$ cat src/rtl/cpu_lsu.sv
// Load/store unit: one access per handshake, valid/ready data bus with byte strobes, load alignment/extension.
// Optional CPU_LSU_SPLIT_EN: boundary-crossing misaligned accesses become two bus beats instead of faulting.
module cpu_lsu #(
  parameter int XLEN    = 32,
  parameter int NBYTES  = XLEN/8,
  parameter int TIMEOUT = 0
) (
  input  logic              clk,
  input  logic              reset,
  input  logic              req_valid,
  output logic              req_ready,
  input  logic              req_store,
  input  logic [1:0]        req_size,
  input  logic              req_unsigned,
  input  logic [XLEN-1:0]   req_addr,
  input  logic [XLEN-1:0]   req_wdata,
  input  logic [4:0]        req_rd,
  output logic              mem_valid,
  input  logic              mem_ready,
  output logic [XLEN-1:0]   mem_addr,
  output logic [NBYTES-1:0] mem_write,
  output logic [XLEN-1:0]   mem_wdata,
  input  logic              mem_rvalid,
  input  logic [XLEN-1:0]   mem_rdata,
  output logic              resp_valid,
  output logic [4:0]        resp_rd,
  output logic [XLEN-1:0]   resp_data,
  output logic              fault,
  output logic              busy
);
  localparam int OFFW = $clog2(NBYTES);
`ifdef CPU_LSU_SPLIT_EN
  localparam int LW = 2;
  typedef enum logic [2:0] {IDLE, REQ, WAIT, RESP, REQ2, WAIT2} state_t;
`else
  localparam int LW = 1;
  typedef enum logic [1:0] {IDLE, REQ, WAIT, RESP} state_t;
`endif

  typedef struct packed {
    logic            store;
    logic [1:0]      size;
    logic            uns;
    logic [OFFW-1:0] off;
  } req_t;

  state_t state, state_n;
  req_t   r;
  logic [15:0]          wd_cnt;
  logic [XLEN-1:0]      mem_addr_q, mem_wdata_q, resp_data_q;
  logic [NBYTES-1:0]    mem_write_q;
  logic [4:0]           resp_rd_q;
  logic                 fault_q;

  logic [OFFW-1:0]      in_off;
  logic [LW*NBYTES-1:0] strb_w;
  logic [LW*XLEN-1:0]   wdata_w, merged;
  logic [XLEN-1:0]      field;
  logic [2:0]           amask;
  logic                 mis, illegal, bad, in_req, in_wait, last, wd_hit;
  logic                 accept, abort, done_beat, capture;

`ifdef CPU_LSU_SPLIT_EN
  logic [NBYTES-1:0] hi_strb_q;
  logic [XLEN-1:0]   hi_wdata_q, lo_q;
  logic              split_q, hi_phase, capture_lo;
  assign hi_phase   = (state == REQ2) || (state == WAIT2);
  assign in_req     = (state == REQ)  || (state == REQ2);
  assign in_wait    = (state == WAIT) || (state == WAIT2);
  assign last       = hi_phase || !split_q;
  assign bad        = illegal;
  assign capture_lo = done_beat && !last && !r.store;
`else
  assign in_req  = (state == REQ);
  assign in_wait = (state == WAIT);
  assign last    = 1'b1;
  assign bad     = illegal || mis;
`endif

  function automatic logic [XLEN-1:0] extend(input logic [XLEN-1:0] v, input logic [1:0] sz,
                                             input logic uns);
    logic [XLEN-1:0] x;
    case (sz)
      2'd0:    x = uns ? XLEN'(v[7:0])  : XLEN'($signed(v[7:0]));
      2'd1:    x = uns ? XLEN'(v[15:0]) : XLEN'($signed(v[15:0]));
      2'd2:    x = uns ? XLEN'(v[31:0]) : XLEN'($signed(v[31:0]));
      default: x = v;
    endcase
    return x;
  endfunction

  // Lane placement of the incoming request (double-width when splitting is possible).
  always_comb begin
    in_off = req_addr[OFFW-1:0];
    strb_w = '0;
    for (int i = 0; i < LW*NBYTES; i++) strb_w[i] = (i < (1 << req_size));
    strb_w  = strb_w << in_off;
    wdata_w = (LW*XLEN)'(req_wdata) << {in_off, 3'b000};
    case (req_size)
      2'd0:    amask = 3'd0;
      2'd1:    amask = 3'd1;
      2'd2:    amask = 3'd3;
      default: amask = 3'd7;
    endcase
    mis     = |(req_addr[2:0] & amask);
    illegal = (XLEN == 32) && (req_size == 2'd3);
  end

  always_comb begin
`ifdef CPU_LSU_SPLIT_EN
    merged = hi_phase ? {mem_rdata, lo_q} : (LW*XLEN)'(mem_rdata);
`else
    merged = mem_rdata;
`endif
    merged = merged >> {r.off, 3'b000};
    field  = merged[XLEN-1:0];
  end

  // Watchdog fires after TIMEOUT whole cycles in REQ/WAIT without progress.
  assign wd_hit = (TIMEOUT != 0) && (wd_cnt == 16'(TIMEOUT - 1));

  always_comb begin
    state_n   = state;
    accept    = 1'b0;
    abort     = 1'b0;
    done_beat = 1'b0;
    if (state == IDLE) begin
      if (req_valid) begin
        accept  = 1'b1;
        state_n = bad ? RESP : REQ;
      end
    end else if (state == RESP) begin
      state_n = IDLE;
    end else begin
      done_beat = in_req ? (mem_ready && (r.store || mem_rvalid)) : (in_wait && mem_rvalid);
      if (done_beat) begin
`ifdef CPU_LSU_SPLIT_EN
        state_n = last ? RESP : REQ2;
`else
        state_n = RESP;
`endif
      end else if (in_req && mem_ready) begin
`ifdef CPU_LSU_SPLIT_EN
        state_n = hi_phase ? WAIT2 : WAIT;
`else
        state_n = WAIT;
`endif
      end else if (wd_hit) begin
        abort   = 1'b1;
        state_n = RESP;
      end
    end
  end

  assign capture = done_beat && last && !r.store;

  always_ff @(posedge clk or posedge reset) begin
    if (reset) begin
      state       <= IDLE;
      r           <= '0;
      wd_cnt      <= '0;
      mem_addr_q  <= '0;
      mem_write_q <= '0;
      mem_wdata_q <= '0;
      resp_data_q <= '0;
      resp_rd_q   <= '0;
      fault_q     <= 1'b0;
`ifdef CPU_LSU_SPLIT_EN
      hi_strb_q   <= '0;
      hi_wdata_q  <= '0;
      lo_q        <= '0;
      split_q     <= 1'b0;
`endif
    end else begin
      state  <= state_n;
      wd_cnt <= (state_n != state) ? 16'd0 : wd_cnt + 16'd1;
      if (accept) begin
        r           <= '{store: req_store, size: req_size, uns: req_unsigned, off: in_off};
        mem_addr_q  <= {req_addr[XLEN-1:OFFW], {OFFW{1'b0}}};
        mem_write_q <= (req_store && !bad) ? strb_w[NBYTES-1:0] : '0;
        mem_wdata_q <= wdata_w[XLEN-1:0];
        resp_data_q <= '0;
        resp_rd_q   <= req_store ? 5'd0 : req_rd;
        fault_q     <= bad;
`ifdef CPU_LSU_SPLIT_EN
        hi_strb_q   <= req_store ? strb_w[LW*NBYTES-1:NBYTES] : '0;
        hi_wdata_q  <= wdata_w[LW*XLEN-1:XLEN];
        split_q     <= |strb_w[LW*NBYTES-1:NBYTES] && !bad;
`endif
      end
      if ((in_req && mem_ready) || abort) mem_write_q <= '0;
`ifdef CPU_LSU_SPLIT_EN
      if (capture_lo) lo_q <= mem_rdata;
      if (done_beat && !last) begin
        mem_addr_q  <= mem_addr_q + XLEN'(NBYTES);
        mem_write_q <= hi_strb_q;
        mem_wdata_q <= hi_wdata_q;
      end
`endif
      if (capture) resp_data_q <= extend(field, r.size, r.uns);
      if (abort)   fault_q     <= 1'b1;
    end
  end

  assign req_ready  = (state == IDLE);
  assign busy       = (state != IDLE);
  assign mem_valid  = in_req;
  assign mem_addr   = mem_addr_q;
  assign mem_write  = mem_write_q;
  assign mem_wdata  = mem_wdata_q;
  assign resp_valid = (state == RESP);
  assign fault      = (state == RESP) && fault_q;
  assign resp_rd    = resp_rd_q;
  assign resp_data  = resp_data_q;
endmodule

$ cat config.mk
export PLATFORM = sky130hd
export DESIGN_NAME = cpu_lsu
export DESIGN_NICKNAME = d
export VERILOG_FILES = /design/src/rtl/cpu_lsu.sv
export SDC_FILE = /design/constraint.sdc
export NUM_CORES = 1
export LEC_CHECK = 0
export ABC_AREA = 1
export CAP_MARGIN = 25
export CORE_UTILIZATION = 44
export CTS_CLUSTER_DIAMETER = 80
export DETAILED_ROUTE_END_ITERATION = 16
export PLACE_DENSITY = 0.85
export SKIP_LAST_GASP = 1
export SLEW_MARGIN = 20
export SYNTH_ARGS = -nofsm -noshare
export SYNTH_HDL_FRONTEND = slang
export SYNTH_SLANG_ARGS = --single-unit
export TNS_END_PERCENT = 20
$ cat constraint.sdc
create_clock -name clk -period 5 [get_ports clk]
set_clock_uncertainty 0.2 [all_clocks]
set_input_delay 0.5 -clock clk [delete_from_list [all_inputs] [get_ports clk]]
set_output_delay 0.5 -clock clk [all_outputs]
set_load 0.01 [all_outputs]
## Word level (Yosys, flattened, before mapping)

Cells that the tools add are included.

| storage, ports and cells | value |
|---|---|
| register bits | 112 |
| word-level logic and storage cells | 68 |

| operators by class | value |
|---|---|
| equality and inequality tests | 8 |
| reductions and logical operators | 19 |
| shift operators | 4 |
| multiplexer cells | 21 |
| order comparisons | 4 |
| bitwise gates (word level) | 1 |

Operator list:

| operator | number |
|---|---|
| $mux 32 | 4 |
| $lt 3x32->1 const A | 2 |
| $pmux 32 s2 | 1 |
| $lt 1x32->1 const A | 1 |
| $lt 2x32->1 const A | 1 |
| $shl 1x2->32 const A | 1 |
| $shl 32x5->32 | 1 |
| $shr 32x5->32 | 1 |
| $mux 2 | 6 |
| $mux 4 | 3 |
| $pmux 3 s3 | 1 |
| $eq 2x2->1 const B | 4 |
| $eq 2x1->1 const B | 3 |
| $logic_and 1x1->1 | 6 |
| $logic_not 2->1 | 3 |
| $reduce_bool 2->1 | 3 |
| $mux 1 | 5 |
| $mux 5 | 1 |
| $reduce_bool 4->1 | 1 |
| $shl 4x2->4 | 1 |
| $and 3x3->3 | 1 |
| $reduce_or 3->1 | 1 |
| $logic_not 1->1 | 2 |
| $logic_or 1x1->1 | 2 |
| other kinds (2) | 2 |

## Longest topological paths before layout

Gate-level depths: netlist of run 1.

| logic depth | value |
|---|---|
| depth in word-level cells | 10 |
| gate-level depth with buffers | 10 |

## Worst setup path after synthesis of run 1

Ideal clock, no wire load.

| path | value |
|---|---|
| kind | register to register |
| start point | register state[1] |
| end point | register resp_data_q[0] (netlist: resp_data[0]) |
| library setup time | 0.131 ns |
| arrival time | 1.516 ns |
| required time | 4.669 ns |
| slack | 3.153 ns |
| cell stages (with the launch flop) | 10 |
| buffers on the path | 2 |
| cell sequence | dfrtp_1 inv_1 ha_1 nand2_1 o21ai_1 nand3_1 buf_4 buf_2 nand3_1 o21ai_1 |

| between the ends | value |
|---|---|
| elaborated cells on any way between the ends | 12 |
| classes of those cells | eq/ne: 3; mux: 5; reduce/logical: 4 |

RTL lines:

| element | line | source |
|---|---|---|
| from (decl) | 47 | `state_t state, state_n;` |
| from (signal assigned) | 175 | `state <= state_n;` |
| $eq 2x1->1 * | 74 | `assign in_req = (state == REQ);` |
| named net mem_valid | 18 | `output logic mem_valid,` |
| $mux 1 * | 135 | `done_beat = in_req ? (mem_ready && (r.store \|\| mem_rvalid)) : (in_wait && mem_rvalid);` |
| $mux 1 * | 132 | `end else if (state == RESP) begin` |
| $mux 1 * | 127 | `if (state == IDLE) begin` |
| $logic_and 1x1->1 * | 155 | `assign capture = done_beat && last && !r.store;` |
| $mux 32 or $reduce_bool 2->1 (tied branches) | n/a |  |
| to (signal assigned) | 200 | `if (capture) resp_data_q <= extend(field, r.size, r.uns);` |
| to (decl) | 50 | `logic [XLEN-1:0] mem_addr_q, mem_wdata_q, resp_data_q;` |

The timed path passes the listed nets; every way through them passes the cells marked *.
A chain may end at the register's enable or synchronous reset.

## Final worst setup path of run 1

| path | value |
|---|---|
| start point | register state[0] |
| end point | register mem_wdata_q[6] (netlist: mem_wdata[6]) |

| between the ends | value |
|---|---|
| word-level cells in the longest chain between the ends | 2 |

RTL lines:

| element | line | source |
|---|---|---|
| $logic_not 2->1 | 127 |  |
| $mux 1 | 127 |  |
| to (signal assigned) | 181 | `mem_wdata_q <= wdata_w[XLEN-1:0];` |
| to (decl) | 50 |  |

Every way passes these cells.

==> results.py, run 1 <==
metrics = {
    "clock_network": {
        "cts-root-buf": "clkbuf_16",
        "cts_buffers": 9,
        "cts_tree": "yes",
        "cts.repair_timing.setup_buffer_count": 0,
        "clockBufferDepth": 2,
        "htree_levels": 3,
        "post_cts_resized": 0,
        "cts.sinks": 112,
        "cts.clk_slew.worst_paths_ps": 70,
        "cts.hold.buffers_added": 0,
        "clock_latency_ps": 340,
    },
    "power": {
        "p_seq_frac": 0.349,
        "power.total_mw": 4.404,
        "ir_drop_v": 0.0002673,
        "switching_share": 0.3879,
        "power_frac_comb": 0.489,
        "switching_power_mw": 1.708,
        "power_density_mw_per_mm2": 542.5,
        "power.internal_mw": 2.696,
        "leakagePower_nw": 3.864,
        "p_clk_frac": 0.163,
    },
    "global_route": {
        "antenna_found_initial": 0,
        "overflow": 0,
        "track_usage": 0.2450,
        "grt_first_pass_wirelength_um": 25200,
        "grt_pass1_vias": 5000,
        "grt_start_max_net_pins": 82,
    },
    "critical_path": {
        "r2r-end": "mem_wdata[6]",
        "critPathCaptureType": "register",
        "cp_max_fo": 73,
        "critical_path.most_common_cell": "inv_1",
        "worstReg2RegStart": "state[0]",
        "cpMaxStageDelayCell": "nor2_1",
        "cp.arrival_ps": 3390,
        "worstRegToRegCells": 6,
        "slowest_delay_ps": 890,
        "crit_chain": "inv_1 > ha_1 > nand2_4 > nor2_1 > inv_1 > o21ai_0",
        "reg2reg_setup_slack_ps": 1660,
        "cp-start-kind": "register",
        "required_ps": 5050,
        "path_class": "register to register",
    },
    "yosys": {
        "synthesis.area_mm2": 0.005668,
        "synth_most_common_cell": "nand2_1",
        "syn_inst": 696,
        "yosys-top-cells-count": "nand2_1 (253), dfrtp_1 (112), nand3_1 (53), o21ai_0 (40), inv_1 (34)",
        "synth_area_leader_cell": "dfrtp_1",
        "synth_seq_cells": 112,
        "synth_ff_type": "dfrtp_1",
        "yosysWarningCount": 0,
        "synth_top_area_share": 0.4945,
        "synth_edf_count": 0,
        "syn-mean-instance-area_um2": 8.144,
        "ys_types": 35,
        "synth-async-reset-ratio": 1.000,
        "synthTopCellsByArea": "dfrtp_1 (49%), nand2_1 (17%), nand3_1 (4.7%)",
        "ys_seq_area_frac": 0.4945,
    },
    "routing": {
        "vias": 5441,
        "dr.pass1.iters": 5,
        "wire_per_inst_um": 15.37,
        "wirelength_um": 16280,
        "drc": 0,
        "drt_iter0_markers": 386,
        "ant_nets": 0,
        "via_per_inst": 5.138,
    },
    "floorplanning": {
        "die_area_mm2": 0.01334,
        "num_rows": 41,
        "coreArea_mm2": 0.01257,
        "dieWidth_um": 115.5,
        "floorplan.initialDensity": 0.4510,
        "die_h_um": 115.5,
        "io_pins": 220,
    },
    "place": {
        "dp_cells": 1044,
        "pre_cts_ws_ps": 1425,
        "dpl_cell_area_mm2": 0.007828,
        "place_hpwl_um": 11500,
        "io_buffer_count": 217,
        "finalWeightedCongestion": 0.8907,
    },
    "final_layout": {
        "final_area_mm2": 0.008118,
        "drive_above_1_share": 0.07779,
        "stdcell_count": 1059,
        "antenna_cells": 0,
        "post-route-util": 0.6459,
        "area_growth_pct": 43.22,
        "final_nets": 997,
        "n_fill_cell": 1088,
    },
    "outcome": {
        "status": "complete, no violations",
    },
    "timing": {
        "layout_setup_ws_ps": 1662,
        "hold_viol": 0,
        "max_slew_margin": 0.3898,
        "timing.hold.ws_ps": 280.1,
        "worst_pin_slew_ps": 912.0,
        "drv_slew": 0,
        "max_freq_ghz": 0.2996,
        "rsz0062_at_grt": "false",
        "fin_crit_sh": 0.6676,
        "setup-violations-final": 0,
        "finalSetupTns_ps": 0,
        "period_needed_ps": 3338,
    },
    "worst_hold_path": {
        "hold_start": "mem_addr[6]",
        "min_to": "mem_addr[6]",
        "holdPathStages": 2,
        "hp-class": "register to register",
    },
    "flow_run": {
        "maxCapViolCount": 0,
    },
}
flip-flops by register name, indices dropped and copies added (netlist names):
signal	cells
mem_wdata	32
resp_data	32
mem_addr	30
r	6
resp_rd	5
mem_write	4
state	2
fault_q	1
worst max path at each step:
stage	from	end
finish	state[0]	mem_wdata[6]
CTS	state[0]	mem_wdata[6]
global placement	req_valid	mem_wdata[23]
detailed placement	req_valid	mem_wdata[6]
floorplan	reset	fault_q
global route	state[0]	mem_wdata[6]
final cells by class:
| cell class | instances | area [um2] | share of cell area |
|---|---|---|---|
| Sequential cell | 112 | 2803 | 0.3453 |
| Clock buffer | 11 | 232.7 | 0.02867 |
| Clock inverter | 4 | 55.05 | 0.006782 |
| Inverter | 39 | 158.9 | 0.01957 |
| Timing Repair Buffer | 221 | 2202 | 0.2713 |
| Multi-Input combinational cell | 500 | 2451 | 0.3019 |
| Tap cell | 172 | 215.2 | 0.02651 |
metal layers:
metal	global-route usage	routed length [um]	up-vias
met5	0	0	-
met4	0.09610	348	0
met3	0.05021	1154	27
met2	0.4020	7941	230
met1	0.3191	6835	2566
li1	-	-	2618
power by group through the flow:
stage / clock (mW) / sequential [mW] / combinational [mW]
5_1_grt: 0.762 / 1.58 / 2.35
4_1_cts: 0.729 / 1.53 / 2.17
3_5_place_dp: 0 / 1.53 / 2.16
3_3_place_gp: 0 / 1.54 / 2.11
6_report: 0.716 / 1.54 / 2.15
2_1_floorplan: 0 / 1.61 / 1.12
cells in the final DEF (no fill, tap or decap), drive strengths merged:
cell type / synthesis / final
ha: 4 / 4
nor2: 31 / 31
or2: 17 / 17
o2bb2ai: 7 / 7
o21ai: 48 / 48
nand3: 57 / 57
dfrtp: 112 / 112
o221ai: 8 / 8
clkbuf: 14 / 11
mux2i: 5 / 5
clkinv: 0 / 2
a21boi: 1 / 1
a21oi: 17 / 17
bufinv: 0 / 1
conb: 1 / 2
inv: 39 / 40
o211ai: 20 / 20
nand3b: 1 / 1
clkdlybuf4s50: 0 / 217
a22o: 8 / 8
nand2: 274 / 274
buf: 32 / 4
logic make-up after synthesis:
group,after synthesis,share of synthesized area
buf+inv,85,0.07594
flops,112,0.4945
simple gates,380,0.2905
compound gates,109,0.1208
mux,5,0.008830
fa+ha+maj,4,0.008830
other cells,1,0.0006616
critical path, delay by kind of cell, from the launching register on:
kind                     cells  cell delay (ps)
adder cells (fa/ha/maj)      1              260
buffers and inverters        2              690
AO/OA/AOI/OAI                1              310
flip-flops                   1              410
AND/OR/NAND/NOR              2             1350
Power figures use the tool's default switching activity.
==> run 2: changes to the inputs <==
--- a/config.mk
+++ b/config.mk
@@ -7,10 +7,10 @@
 export LEC_CHECK = 0
 export ABC_AREA = 1
 export CAP_MARGIN = 25
-export CORE_UTILIZATION = 44
+export CORE_UTILIZATION = 40
 export CTS_CLUSTER_DIAMETER = 80
 export DETAILED_ROUTE_END_ITERATION = 16
-export PLACE_DENSITY = 0.85
+export PLACE_DENSITY = 0.81
 export SKIP_LAST_GASP = 1
 export SLEW_MARGIN = 20
 export SYNTH_ARGS = -nofsm -noshare
==> constraint.sdc (replaced) <==
create_clock -name clk -period 3 [get_ports clk]
set_clock_uncertainty 0.2 [all_clocks]
set_input_delay 0.3 -clock clk [delete_from_list [all_inputs] [get_ports clk]]
set_output_delay 0.3 -clock clk [all_outputs]
set_load 0.01 [all_outputs]
==> run 2 against run 1 <==
  * Final area increased by 1.3%
  * Cell count increased by 1.3%
  * Register-to-register slack got worse by 810 ps
  * Total power increased by 70%
  * Die area increased by 9.8%
  * Clock power increased by 80%
  * Via count decreased by 1.0%
  * Combinational power increased by 71%
  * Critical path type is now register to output port
==> results.py, run 2 (synthesis results as in run 1) <==
metrics = {
    "timing": {
        "setup-violations-final": 0,
        "period_needed_ps": 2300,
        "worst_pin_slew_ps": 621.4,
        "finalSetupTns_ps": 0,
        "rsz0062_at_grt": "false",
        "max_slew_margin": 0.5858,
        "hold_viol": 0,
        "max_freq_ghz": 0.4349,
        "fin_crit_sh": 0.7665,
        "timing.hold.ws_ps": 255.7,
        "drv_slew": 0,
        "layout_setup_ws_ps": 700.4,
    },
    "global_route": {
        "antenna_found_initial": 0,
        "grt_pass1_vias": 5074,
        "overflow": 0,
        "grt_first_pass_wirelength_um": 25840,
        "track_usage": 0.2257,
        "grt_start_max_net_pins": 113,
    },
    "final_layout": {
        "final_common_cell": "nand2_1",
        "drive_above_1_share": 0.08623,
        "area_growth_pct": 45.08,
        "antenna_cells": 0,
        "n_fill_cell": 1205,
        "layout_common_cells": "nand2_1 (252), clkdlybuf4s50_1 (217), dfrtp_1 (112), nand3_1 (52), o21ai_0 (40)",
        "final_nets": 1002,
    },
    "power": {
        "power_frac_comb": 0.490,
        "leakagePower_nw": 3.910,
        "ir_drop_v": 0.0004131,
        "power_density_mw_per_mm2": 910.6,
        "p_seq_frac": 0.337,
        "power.total_mw": 7.488,
        "switching_share": 0.3893,
        "power.internal_mw": 4.572,
        "switching_power_mw": 2.915,
        "p_clk_frac": 0.172,
    },
    "routing": {
        "drc": 0,
        "vias": 5385,
        "wire_per_inst_um": 15.09,
        "drt_iter0_markers": 429,
        "via_per_inst": 5.019,
        "wirelength_um": 16190,
        "ant_nets": 0,
        "dr.pass1.iters": 5,
    },
    "floorplanning": {
        "die_area_mm2": 0.01465,
        "die_h_um": 121.0,
        "io_pins": 220,
        "coreArea_mm2": 0.01383,
        "dieWidth_um": 121.0,
        "floorplan.initialDensity": 0.4099,
        "num_rows": 43,
    },
    "critical_path": {
        "required_ps": 2500,
        "setup.worst_path.end": "busy",
        "critical_path.most_common_cell": "inv_1",
        "slowest_delay_ps": 570,
        "cpMaxStageDelayCell": "clkdlybuf4s50_1",
        "cp-start-kind": "register",
        "critPathLaunch": "state[0]",
        "path_class": "register to output port",
        "worstRegToRegCells": 10,
        "crit_chain": "inv_1 > ha_1 > inv_1 > clkdlybuf4s50_1",
        "cp.arrival_ps": 1800,
        "worstReg2RegStart": "state[1]",
        "cp_max_fo": 4,
        "r2r-end": "resp_data[12]",
        "reg2reg_setup_slack_ps": 850,
        "critPathCaptureType": "output port",
    },
    "place": {
        "pre_cts_ws_ps": 851.8,
        "finalWeightedCongestion": 0.8595,
        "io_buffer_count": 217,
        "place_hpwl_um": 11330,
    },
    "flow_run": {
        "maxCapViolCount": 0,
    },
    "clock_network": {
        "clockBufferDepth": 2,
        "cts_tree": "yes",
        "htree_levels": 3,
        "cts.hold.buffers_added": 0,
        "post_cts_resized": 0,
        "cts-root-buf": "clkbuf_16",
        "clock_latency_ps": 350,
        "cts_buffers": 9,
        "cts.clk_slew.worst_paths_ps": 70,
        "cts.repair_timing.setup_buffer_count": 0,
        "cts.sinks": 112,
    },
    "outcome": {
        "status": "complete, no violations",
    },
    "worst_hold_path": {
        "hp-class": "primary input to asynchronous set/reset pin",
    },
}
==> run 2: cell types whose count changed in the layout (fill, tap and decap cells not counted), sizes merged <==
cell	previous run	this run
buf	4	9
clkinv	2	0
clkinvlp	0	2
inv	40	42
clkbuf	11	10
==> run 2: layout make-up <==
cell class | instances | area (um2) | share of cell area
Sequential cell | 112 | 2803 | 0.3408
Multi-Input combinational cell | 500 | 2451 | 0.2981
Timing Repair Buffer | 226 | 2265 | 0.2754
Clock buffer | 10 | 239.0 | 0.02906
Tap cell | 180 | 225.2 | 0.02739
Inverter | 39 | 157.7 | 0.01917
Clock inverter | 6 | 82.58 | 0.01004
==> run 2: worst max-delay path, delay by kind of cell, from the launching register on <==
| kind | cells | cell delay, ps |
|---|---|---|
| buffers and inverters | 3 | 790 |
| adder cells (fa/ha/maj) | 1 | 270 |
| flip-flops | 1 | 390 |
==> run 2: metal layers <==
| metal | part of all wire | global-route usage | up-vias | wire length (um) |
|---|---|---|---|---|
| met5 | 0 | 0 | - | 0 |
| met4 | 0.020 | 0.08256 | 0 | 325 |
| met3 | 0.079 | 0.05357 | 23 | 1274 |
| met2 | 0.47 | 0.3550 | 213 | 7620 |
| met1 | 0.43 | 0.3019 | 2517 | 6973 |
| li1 | - | - | 2632 | - |
==> run 2: power by group through the flow <==
| stage | clock network (mW) | logic [mW] | registers (mW) |
|---|---|---|---|
| 2_1_floorplan | 0 | 1.86 | 2.69 |
| 3_3_place_gp | 0 | 3.62 | 2.54 |
| 3_5_place_dp | 0 | 3.70 | 2.53 |
| 4_1_cts | 1.31 | 3.70 | 2.53 |
| 5_1_grt | 1.39 | 4.04 | 2.60 |
| 6_report | 1.29 | 3.67 | 2.53 |
==> run 2: worst min-delay path by stage <==
stage | end | slack [ps] | cells after the start
finish | resp_data[17] | 260 | 3
global route | mem_addr[10] | 280 | 3
CTS | mem_addr[14] | 260 | 3
detailed placement | mem_addr[19] | 260 | 2
global placement | mem_addr[3] | 260 | 2
floorplan | mem_addr[10] | 210 | 2
==> run 2: through the flow <==
stage | cells | util | cell area, um2
finish | 1073 | 0.5947 | 8223
global route | 1073 | 0.5947 | 8223
CTS | 1073 | 0.5947 | 8223
detailed placement | 1057 | 0.5714 | 7901
global placement | 1057 | 0.5714 | 7901
floorplan | 697 | - | 5675
